**config.mk**
```make
export PLATFORM = sky130hd
export DESIGN_NAME = datapath
export DESIGN_NICKNAME = d
export VERILOG_FILES = /design/src/rtl/datapath_pkg.sv /design/src/rtl/datapath_alu.sv /design/src/rtl/datapath.sv
export SDC_FILE = /design/constraint.sdc
export NUM_CORES = 2
export LEC_CHECK = 0
export CAP_MARGIN = 30
export CORE_MARGIN = 5
export CORE_UTILIZATION = 50
export DETAILED_ROUTE_END_ITERATION = 6
export PLACE_DENSITY = 0.7
export REMOVE_ABC_BUFFERS = 1
export SYNTH_ARGS = -nofsm -noshare
export SYNTH_HDL_FRONTEND = slang
export SYNTH_SLANG_ARGS = --single-unit
```
**constraint.sdc**
```tcl
create_clock -name Clock -period 42.2 [get_ports Clock]
set_input_delay 8.44 -clock Clock [delete_from_list [all_inputs] [get_ports Clock]]
set_output_delay 8.44 -clock Clock [all_outputs]
set_load 0.005 [all_outputs]
```
**src/rtl/datapath_pkg.sv**
```systemverilog
// Shared types and constants for the datapath: bus width, ALU opcodes and CON condition codes.
// The optional multiplier/divider is enabled by defining DATAPATH_MULDIV_EN.
package datapath_pkg;

    localparam int BUS_W = 32;
    localparam int NUM_REGS = 16;

    typedef enum logic [4:0] {
        OP_ADD   = 5'b00000,
        OP_ADD_1 = 5'b00001,
        OP_ADD_3 = 5'b00011,
        OP_SUB   = 5'b00100,
        OP_AND   = 5'b00101,
        OP_OR    = 5'b00110,
        OP_SHR   = 5'b00111,
        OP_SHRA  = 5'b01000,
        OP_SHL   = 5'b01001,
        OP_ROR   = 5'b01010,
        OP_ROL   = 5'b01011,
        OP_ADDI  = 5'b01100,
        OP_ANDI  = 5'b01101,
        OP_ORI   = 5'b01110,
        OP_MUL   = 5'b01111,
        OP_DIV   = 5'b10000,
        OP_NEG   = 5'b10001,
        OP_NOT   = 5'b10010
    } op_e;

    typedef enum logic [1:0] {
        CON_EQ0 = 2'b00,
        CON_NE0 = 2'b01,
        CON_GE0 = 2'b10,
        CON_LT0 = 2'b11
    } con_e;

    function automatic logic con_eval(input logic [1:0] cond, input logic [BUS_W-1:0] value);
        logic hit;
        hit = 1'b0;
        case (con_e'(cond))
            CON_EQ0: hit = (value == '0);
            CON_NE0: hit = (value != '0);
            CON_GE0: hit = ~value[BUS_W-1];
            CON_LT0: hit = value[BUS_W-1];
            default: hit = 1'b0;
        endcase
        return hit;
    endfunction

endpackage

```
**src/rtl/datapath_alu.sv**
```systemverilog
// Combinational ALU: A and B in, 64-bit result out. Mul/div exist only when
// DATAPATH_MULDIV_EN is defined; otherwise those opcodes produce zero.
module alu
    import datapath_pkg::*;
(
    input  logic [BUS_W-1:0]   a,
    input  logic [BUS_W-1:0]   b,
    input  logic [4:0]         opcode,
    output logic [2*BUS_W-1:0] result
);

    op_e              op;
    logic [4:0]       amt;
    logic [5:0]       amt_inv;
    logic [BUS_W-1:0] low;

`ifdef DATAPATH_MULDIV_EN
    logic [2*BUS_W-1:0]      a_ext;
    logic [2*BUS_W-1:0]      b_ext;
    logic [2*BUS_W-1:0]      product;
    logic signed [BUS_W-1:0] quotient;
    logic signed [BUS_W-1:0] remainder;
`endif

    assign op      = op_e'(opcode);
    assign amt     = b[4:0];
    assign amt_inv = 6'd32 - {1'b0, amt};

`ifdef DATAPATH_MULDIV_EN
    // Sign-extending both operands makes the low 64 bits of an unsigned product the signed product.
    assign a_ext   = {{BUS_W{a[BUS_W-1]}}, a};
    assign b_ext   = {{BUS_W{b[BUS_W-1]}}, b};
    assign product = a_ext * b_ext;

    always_comb begin
        quotient  = '0;
        remainder = $signed(a);
        if (b != '0) begin
            quotient  = $signed(a) / $signed(b);
            remainder = $signed(a) % $signed(b);
        end
    end
`endif

    always_comb begin
        low = a + b;
        case (op)
            OP_SUB:          low = a - b;
            OP_AND, OP_ANDI: low = a & b;
            OP_OR,  OP_ORI:  low = a | b;
            OP_SHR:          low = a >> amt;
            OP_SHRA:         low = $signed(a) >>> amt;
            OP_SHL:          low = a << amt;
            OP_ROR:          low = (a >> amt) | (a << amt_inv);
            OP_ROL:          low = (a << amt) | (a >> amt_inv);
            OP_NEG:          low = -b;
            OP_NOT:          low = ~b;
            default:         low = a + b;
        endcase

        result = {{BUS_W{low[BUS_W-1]}}, low};
`ifdef DATAPATH_MULDIV_EN
        if (op == OP_MUL) begin
            result = product;
        end else if (op == OP_DIV) begin
            result = {remainder, quotient};
        end
`else
        if (op == OP_MUL || op == OP_DIV) begin
            result = '0;
        end
`endif
    end

endmodule

```
**src/rtl/datapath.sv**
```systemverilog
// Single-bus CPU datapath: register file, special registers, bus mux, IR select/encode and CON logic.
// Define DATAPATH_MULDIV_EN to build the ALU with signed multiply and divide.
module datapath
    import datapath_pkg::*;
(
    input  logic                Clock,
    input  logic                Reset,
    input  logic                Read,
    input  logic                Write,
    input  logic                IncPC,
    input  logic [NUM_REGS-1:0] R0_15_enable,
    input  logic [NUM_REGS-1:0] R0_15_out,
    input  logic                PCin,
    input  logic                Zin,
    input  logic                MDRin,
    input  logic                MARin,
    input  logic                Yin,
    input  logic                HIin,
    input  logic                LOin,
    input  logic                IRin,
    input  logic                OutPortin,
    input  logic                PCout,
    input  logic                Zhighout,
    input  logic                Zlowout,
    input  logic                HIout,
    input  logic                LOout,
    input  logic                MDRout,
    input  logic                InPortout,
    input  logic                Cout,
    input  logic                BAout,
    input  logic                CONin,
    input  logic                Gra,
    input  logic                Grb,
    input  logic                Grc,
    input  logic                Rin,
    input  logic                Rout,
    input  logic [BUS_W-1:0]    InPort_input,
    input  logic [BUS_W-1:0]    Mdatain,
    output logic [BUS_W-1:0]    OutPort_out,
    output logic                CON_out,
    output logic [BUS_W-1:0]    MAR_out,
    output logic [BUS_W-1:0]    MDR_out,
    output logic                Mem_write
);

    logic [BUS_W-1:0]   pc_q, pc_d;
    logic [BUS_W-1:0]   ir_q, ir_d;
    logic [BUS_W-1:0]   mar_q, mar_d;
    logic [BUS_W-1:0]   mdr_q, mdr_d;
    logic [BUS_W-1:0]   y_q, y_d;
    logic [2*BUS_W-1:0] z_q, z_d;
    logic [BUS_W-1:0]   hi_q, hi_d;
    logic [BUS_W-1:0]   lo_q, lo_d;
    logic [BUS_W-1:0]   inport_q, inport_d;
    logic [BUS_W-1:0]   outport_q, outport_d;
    logic               con_q, con_d;
    logic [BUS_W-1:0]   regs_q [NUM_REGS];
    logic [BUS_W-1:0]   regs_d [NUM_REGS];

    logic [NUM_REGS-1:0] sel_onehot;
    logic [NUM_REGS-1:0] reg_drive;
    logic [NUM_REGS-1:0] reg_load;
    logic [BUS_W-1:0]    reg_val [NUM_REGS];
    logic                ba_zero;
    logic [BUS_W-1:0]    c_sext;
    logic [BUS_W-1:0]    bus;
    logic [2*BUS_W-1:0]  alu_result;

    // Each IR field decodes to a one-hot register select; enabled fields OR together.
    genvar gi;
    generate
        for (gi = 0; gi < NUM_REGS; gi++) begin : g_sel
            assign sel_onehot[gi] = (Gra && ir_q[26:23] == 4'(gi))
                                 || (Grb && ir_q[22:19] == 4'(gi))
                                 || (Grc && ir_q[18:15] == 4'(gi));
            if (gi == 0) begin : g_r0
                assign reg_val[gi] = ba_zero ? '0 : regs_q[gi];
            end else begin : g_rn
                assign reg_val[gi] = regs_q[gi];
            end
        end
    endgenerate

    assign ba_zero   = BAout && sel_onehot[0];
    assign reg_drive = R0_15_out | ({NUM_REGS{Rout | BAout}} & sel_onehot);
    assign reg_load  = R0_15_enable | ({NUM_REGS{Rin}} & sel_onehot);
    assign c_sext    = {{(BUS_W-19){ir_q[18]}}, ir_q[18:0]};

    // Lowest-priority sources are applied first so higher-priority drivers overwrite them.
    always_comb begin
        bus = '0;
        for (int i = NUM_REGS - 1; i >= 0; i--) begin
            if (reg_drive[i]) begin
                bus = reg_val[i];
            end
        end
        if (Cout)      bus = c_sext;
        if (InPortout) bus = inport_q;
        if (LOout)     bus = lo_q;
        if (HIout)     bus = hi_q;
        if (Zhighout)  bus = z_q[2*BUS_W-1:BUS_W];
        if (Zlowout)   bus = z_q[BUS_W-1:0];
        if (PCout)     bus = pc_q;
        if (MDRout)    bus = mdr_q;
    end

    alu u_alu (
        .a      (y_q),
        .b      (bus),
        .opcode (ir_q[31:27]),
        .result (alu_result)
    );

    always_comb begin
        pc_d      = pc_q;
        ir_d      = IRin      ? bus        : ir_q;
        mar_d     = MARin     ? bus        : mar_q;
        mdr_d     = mdr_q;
        y_d       = Yin       ? bus        : y_q;
        z_d       = Zin       ? alu_result : z_q;
        hi_d      = HIin      ? bus        : hi_q;
        lo_d      = LOin      ? bus        : lo_q;
        outport_d = OutPortin ? bus        : outport_q;
        con_d     = CONin     ? con_eval(ir_q[20:19], bus) : con_q;
        inport_d  = InPort_input;

        if (PCin) begin
            pc_d = IncPC ? pc_q + 32'd1 : bus;
        end
        if (MDRin) begin
            mdr_d = Read ? Mdatain : bus;
        end
        for (int i = 0; i < NUM_REGS; i++) begin
            regs_d[i] = reg_load[i] ? bus : regs_q[i];
        end
    end

    always_ff @(posedge Clock or posedge Reset) begin
        if (Reset) begin
            pc_q      <= '0;
            ir_q      <= '0;
            mar_q     <= '0;
            mdr_q     <= '0;
            y_q       <= '0;
            z_q       <= '0;
            hi_q      <= '0;
            lo_q      <= '0;
            inport_q  <= '0;
            outport_q <= '0;
            con_q     <= 1'b0;
            for (int i = 0; i < NUM_REGS; i++) begin
                regs_q[i] <= '0;
            end
        end else begin
            pc_q      <= pc_d;
            ir_q      <= ir_d;
            mar_q     <= mar_d;
            mdr_q     <= mdr_d;
            y_q       <= y_d;
            z_q       <= z_d;
            hi_q      <= hi_d;
            lo_q      <= lo_d;
            inport_q  <= inport_d;
            outport_q <= outport_d;
            con_q     <= con_d;
            for (int i = 0; i < NUM_REGS; i++) begin
                regs_q[i] <= regs_d[i];
            end
        end
    end

    assign OutPort_out = outport_q;
    assign CON_out     = con_q;
    assign MAR_out     = mar_q;
    assign MDR_out     = mdr_q;
    assign Mem_write   = Write;

endmodule

```
==> results.json <==
{
  "holdPathEnd": "reg_val[57]$_DFFE_PP0P_",
  "io_buffers": 220,
  "fin_skew_ns": 0.0353,
  "h-tree-depth": 3,
  "rsz0062_at_grt": "no",
  "grt_pass1_wl_mm": 371,
  "power_frac_comb": 0.466,
  "final_cell_mix": "833 x dfrtp_1, 824 x nand2_1, 650 x o21ai_0",
  "fmax_mhz": 59.2,
  "cts-resized-gates": 0,
  "cts.sinks": 833,
  "synthesis.area_um2": 51300,
  "min_period_over_period": 0.400,
  "setup_viol": 0,
  "p_sw_uw": 1760,
  "grt_overflow": 0,
  "final_period_minus_worst_setup_slack_ns": 16.88,
  "clock_path_buffers": 3,
  "seqPwrFrac": 0.314,
  "grt_pass1_vias": 49776,
  "die_w_um": 330,
  "cts_hold_buf": 0,
  "rrSetupSlack_ns": 33.03,
  "place.gp.congestion": 1.07,
  "avgSynthCellArea_um2": 8.45,
  "io_pins": 223,
  "die-area_um2": 109000,
  "switching_share": 0.463,
  "timing.max_cap.violations": 0,
  "gr-usage-all-layers": 0.469,
  "ys_seq_area_frac": 0.406,
  "worstHoldPathCells": 2,
  "cp-start-kind": "input port",
  "tns_ns": 0,
  "maxSlewHeadroom": 0.195,
  "synth_seq_cells": 833,
  "post-route-cell-area_um2": 58500,
  "end_kind": "output port",
  "vias": 54053,
  "synth_edf_count": 0,
  "ys_types": 100,
  "core-area_um2": 102000,
  "violations": "DRC",
  "final_max_slew_viol_count": 0,
  "drive_gt1_frac": 0.108,
  "first_pass_iters": 7,
  "cts_setup_buffers": 0,
  "cts_root_buf": "clkbuf_16",
  "placed_area_um2": 55200,
  "hold_start": "reg_val[57]$_DFFE_PP0P_",
  "hold_class": "reg2reg",
  "p_leak_uw": 0.0241,
  "final_common_cell": "dfrtp_1",
  "clkTransAtPathRegs_ns": 0.06,
  "wire_per_inst_um": 35.0,
  "clockPowerShare": 0.220,
  "die_h_um": 330,
  "ys.flop_type": "dfrtp_1",
  "regToRegStartpoint": "ir_q[18]$_DFFE_PP0P_",
  "cts_tree": "done",
  "vias_per_cell": 7.18,
  "routed_wl_mm": 263,
  "max-vdd-ir-drop_mv": 0.0427,
  "finalHoldViolCount": 0,
  "status": "finished, violations left",
  "p_int_uw": 2040,
  "cts_buffers": 89,
  "start_util": 0.504,
  "rows": 117,
  "final_nets": 6303,
  "synth_cells": 6071,
  "tightest_slew_ns": 1.17,
  "cp.arrival_ns": 8.44,
  "required_ns": 33.76,
  "path_max_fanout": 1,
  "antenna_found_initial": 24,
  "syn2layout_area_growth_pct": 14.0,
  "critPathKind": "in2out",
  "reg2regPathDepth": 25,
  "async_reset_ff_frac": 1.00,
  "totalPowerFinal_uw": 3800,
  "yosys_warnings": 0,
  "dp_hpwl_mm": 189,
  "ant_nets": 0,
  "r2r_end": "z_q[62]$_DFFE_PP0P_",
  "drt_iter0_markers": 9059,
  "grt_max_degree": 187,
  "clk_latency_ns": 0.67,
  "drcViolationCount": 75,
  "power_density_nw_per_um2": 65.0
}
per-layer routing:
metal  global-route usage  part of all wire  wire (um)  vias to the layer above
met5              0.00621            0.0014        372                        -
met4                0.221             0.063      16500                       30
met1                0.645              0.39     102000                    26403
met2                0.620              0.39     102000                     4501
li1                     -                 -          -                    22176
met3                0.221              0.16      42800                      943
tightest hold or removal path: stages (launching register included):
cell	delay (ns)
dfrtp_1	0.34
nand2_1	0.04
o21ai_0	0.06
flip-flops by register name (all words and copies together), names as in the netlist:
name / count
regs_q: 32
reg_val: 480
inport_q: 32
hi_q: 32
MAR_out: 32
z_q: 32
OutPort_out: 32
ir_q: 32
y_q: 32
CON_out: 1
MDR_out: 32
lo_q: 32
pc_q: 32
cell type report:
cell class              count  area, um2
fillers                  9249      43400
multi-input cells        4570      28200
flip-flops and latches    833      20800
repair buffers            450       4110
clock buffers             124       2550
well taps                1368       1710
inverters                 133        510
clock inverters            32        503
diodes                     19       47.5
cells by family after synthesis:
kind of cell / share of synthesized area
AOI/OAI and AO/OA: 0.278
and+or+nand+nor: 0.151
DFF: 0.406
buffers and inverters: 0.0517
muxes: 0.0778
adders and majority gates: 0.0249
xor gates and xnor gates: 0.0101
power by group through the flow:
stage	Combinational (uW)	Sequential (uW)	Clock [uW]
after floorplan	927	1110	0
after global placement	1640	1190	0
after detailed placement	1640	1190	0
after CTS	1650	1180	835
after global routing	1810	1200	867
final	1770	1190	836
worst max path at each step:
stage	start	end	slack [ns]	depth (start not counted)
6_report	Write	Mem_write	25.32	0
3_5_place_dp	BAout	z_q[21]$_DFFE_PP0P_	25.18	21
3_3_place_gp	BAout	z_q[19]$_DFFE_PP0P_	25.27	22
5_1_grt	BAout	z_q[23]$_DFFE_PP0P_	25.25	23
2_1_floorplan	Reset	CON_out$_DFFE_PP0P_	10.36	1
4_1_cts	Write	Mem_write	25.32	0
Yosys cell counts (all sizes together), types with 14 or more instances:
master   number  share of area
o211ai       73          0.011
nor2b        28         0.0034
a32oi        14         0.0024
nand3       116          0.012
a221oi       72          0.012
o31ai        21         0.0031
a22oi        38         0.0056
nor2        556          0.041
a311oi       14         0.0027
clkbuf      434          0.032
and3         39         0.0049
o21a         20         0.0029
a31oi        52         0.0065
o2111ai      17         0.0029
inv         123         0.0090
a2bb2oi      18         0.0031
o22ai       113          0.014
nand4        27         0.0033
nand2b       37         0.0045
or2          15         0.0018
o31a         21         0.0036
mux4         47          0.021
a22o         24         0.0041
a211o        15         0.0026
dfrtp       833           0.41
mux2        128          0.028
and2         23         0.0028
ha           99          0.024
o22a         17         0.0029
nand2       826          0.061
a221o        37         0.0072
xor2         15         0.0026
a211oi      101          0.015
o221ai       68          0.012
a21o         68         0.0099
a2111oi      24         0.0042
buf         101          0.010
a21oi       670          0.066
xnor2        39         0.0075
nor3         75         0.0073
o21ai       676          0.066
mux2i       149          0.029
stage by stage:
| step | utilization | setup WS [ns] | hold slack [ns] | std cells |
|---|---|---|---|---|
| finish | 0.574 | 25.32 | 0.476 | 7529 |
| global route | 0.573 | 25.25 | 0.501 | 7510 |
| CTS | 0.572 | 25.32 | 0.475 | 7499 |
| detailed placement | 0.542 | 25.18 | 0.463 | 7343 |
| global placement | 0.539 | 25.27 | 0.455 | 7325 |
| floorplan | - | 10.36 | 0.441 | 5536 |
Note: power is estimated with default switching activity, not from simulation.
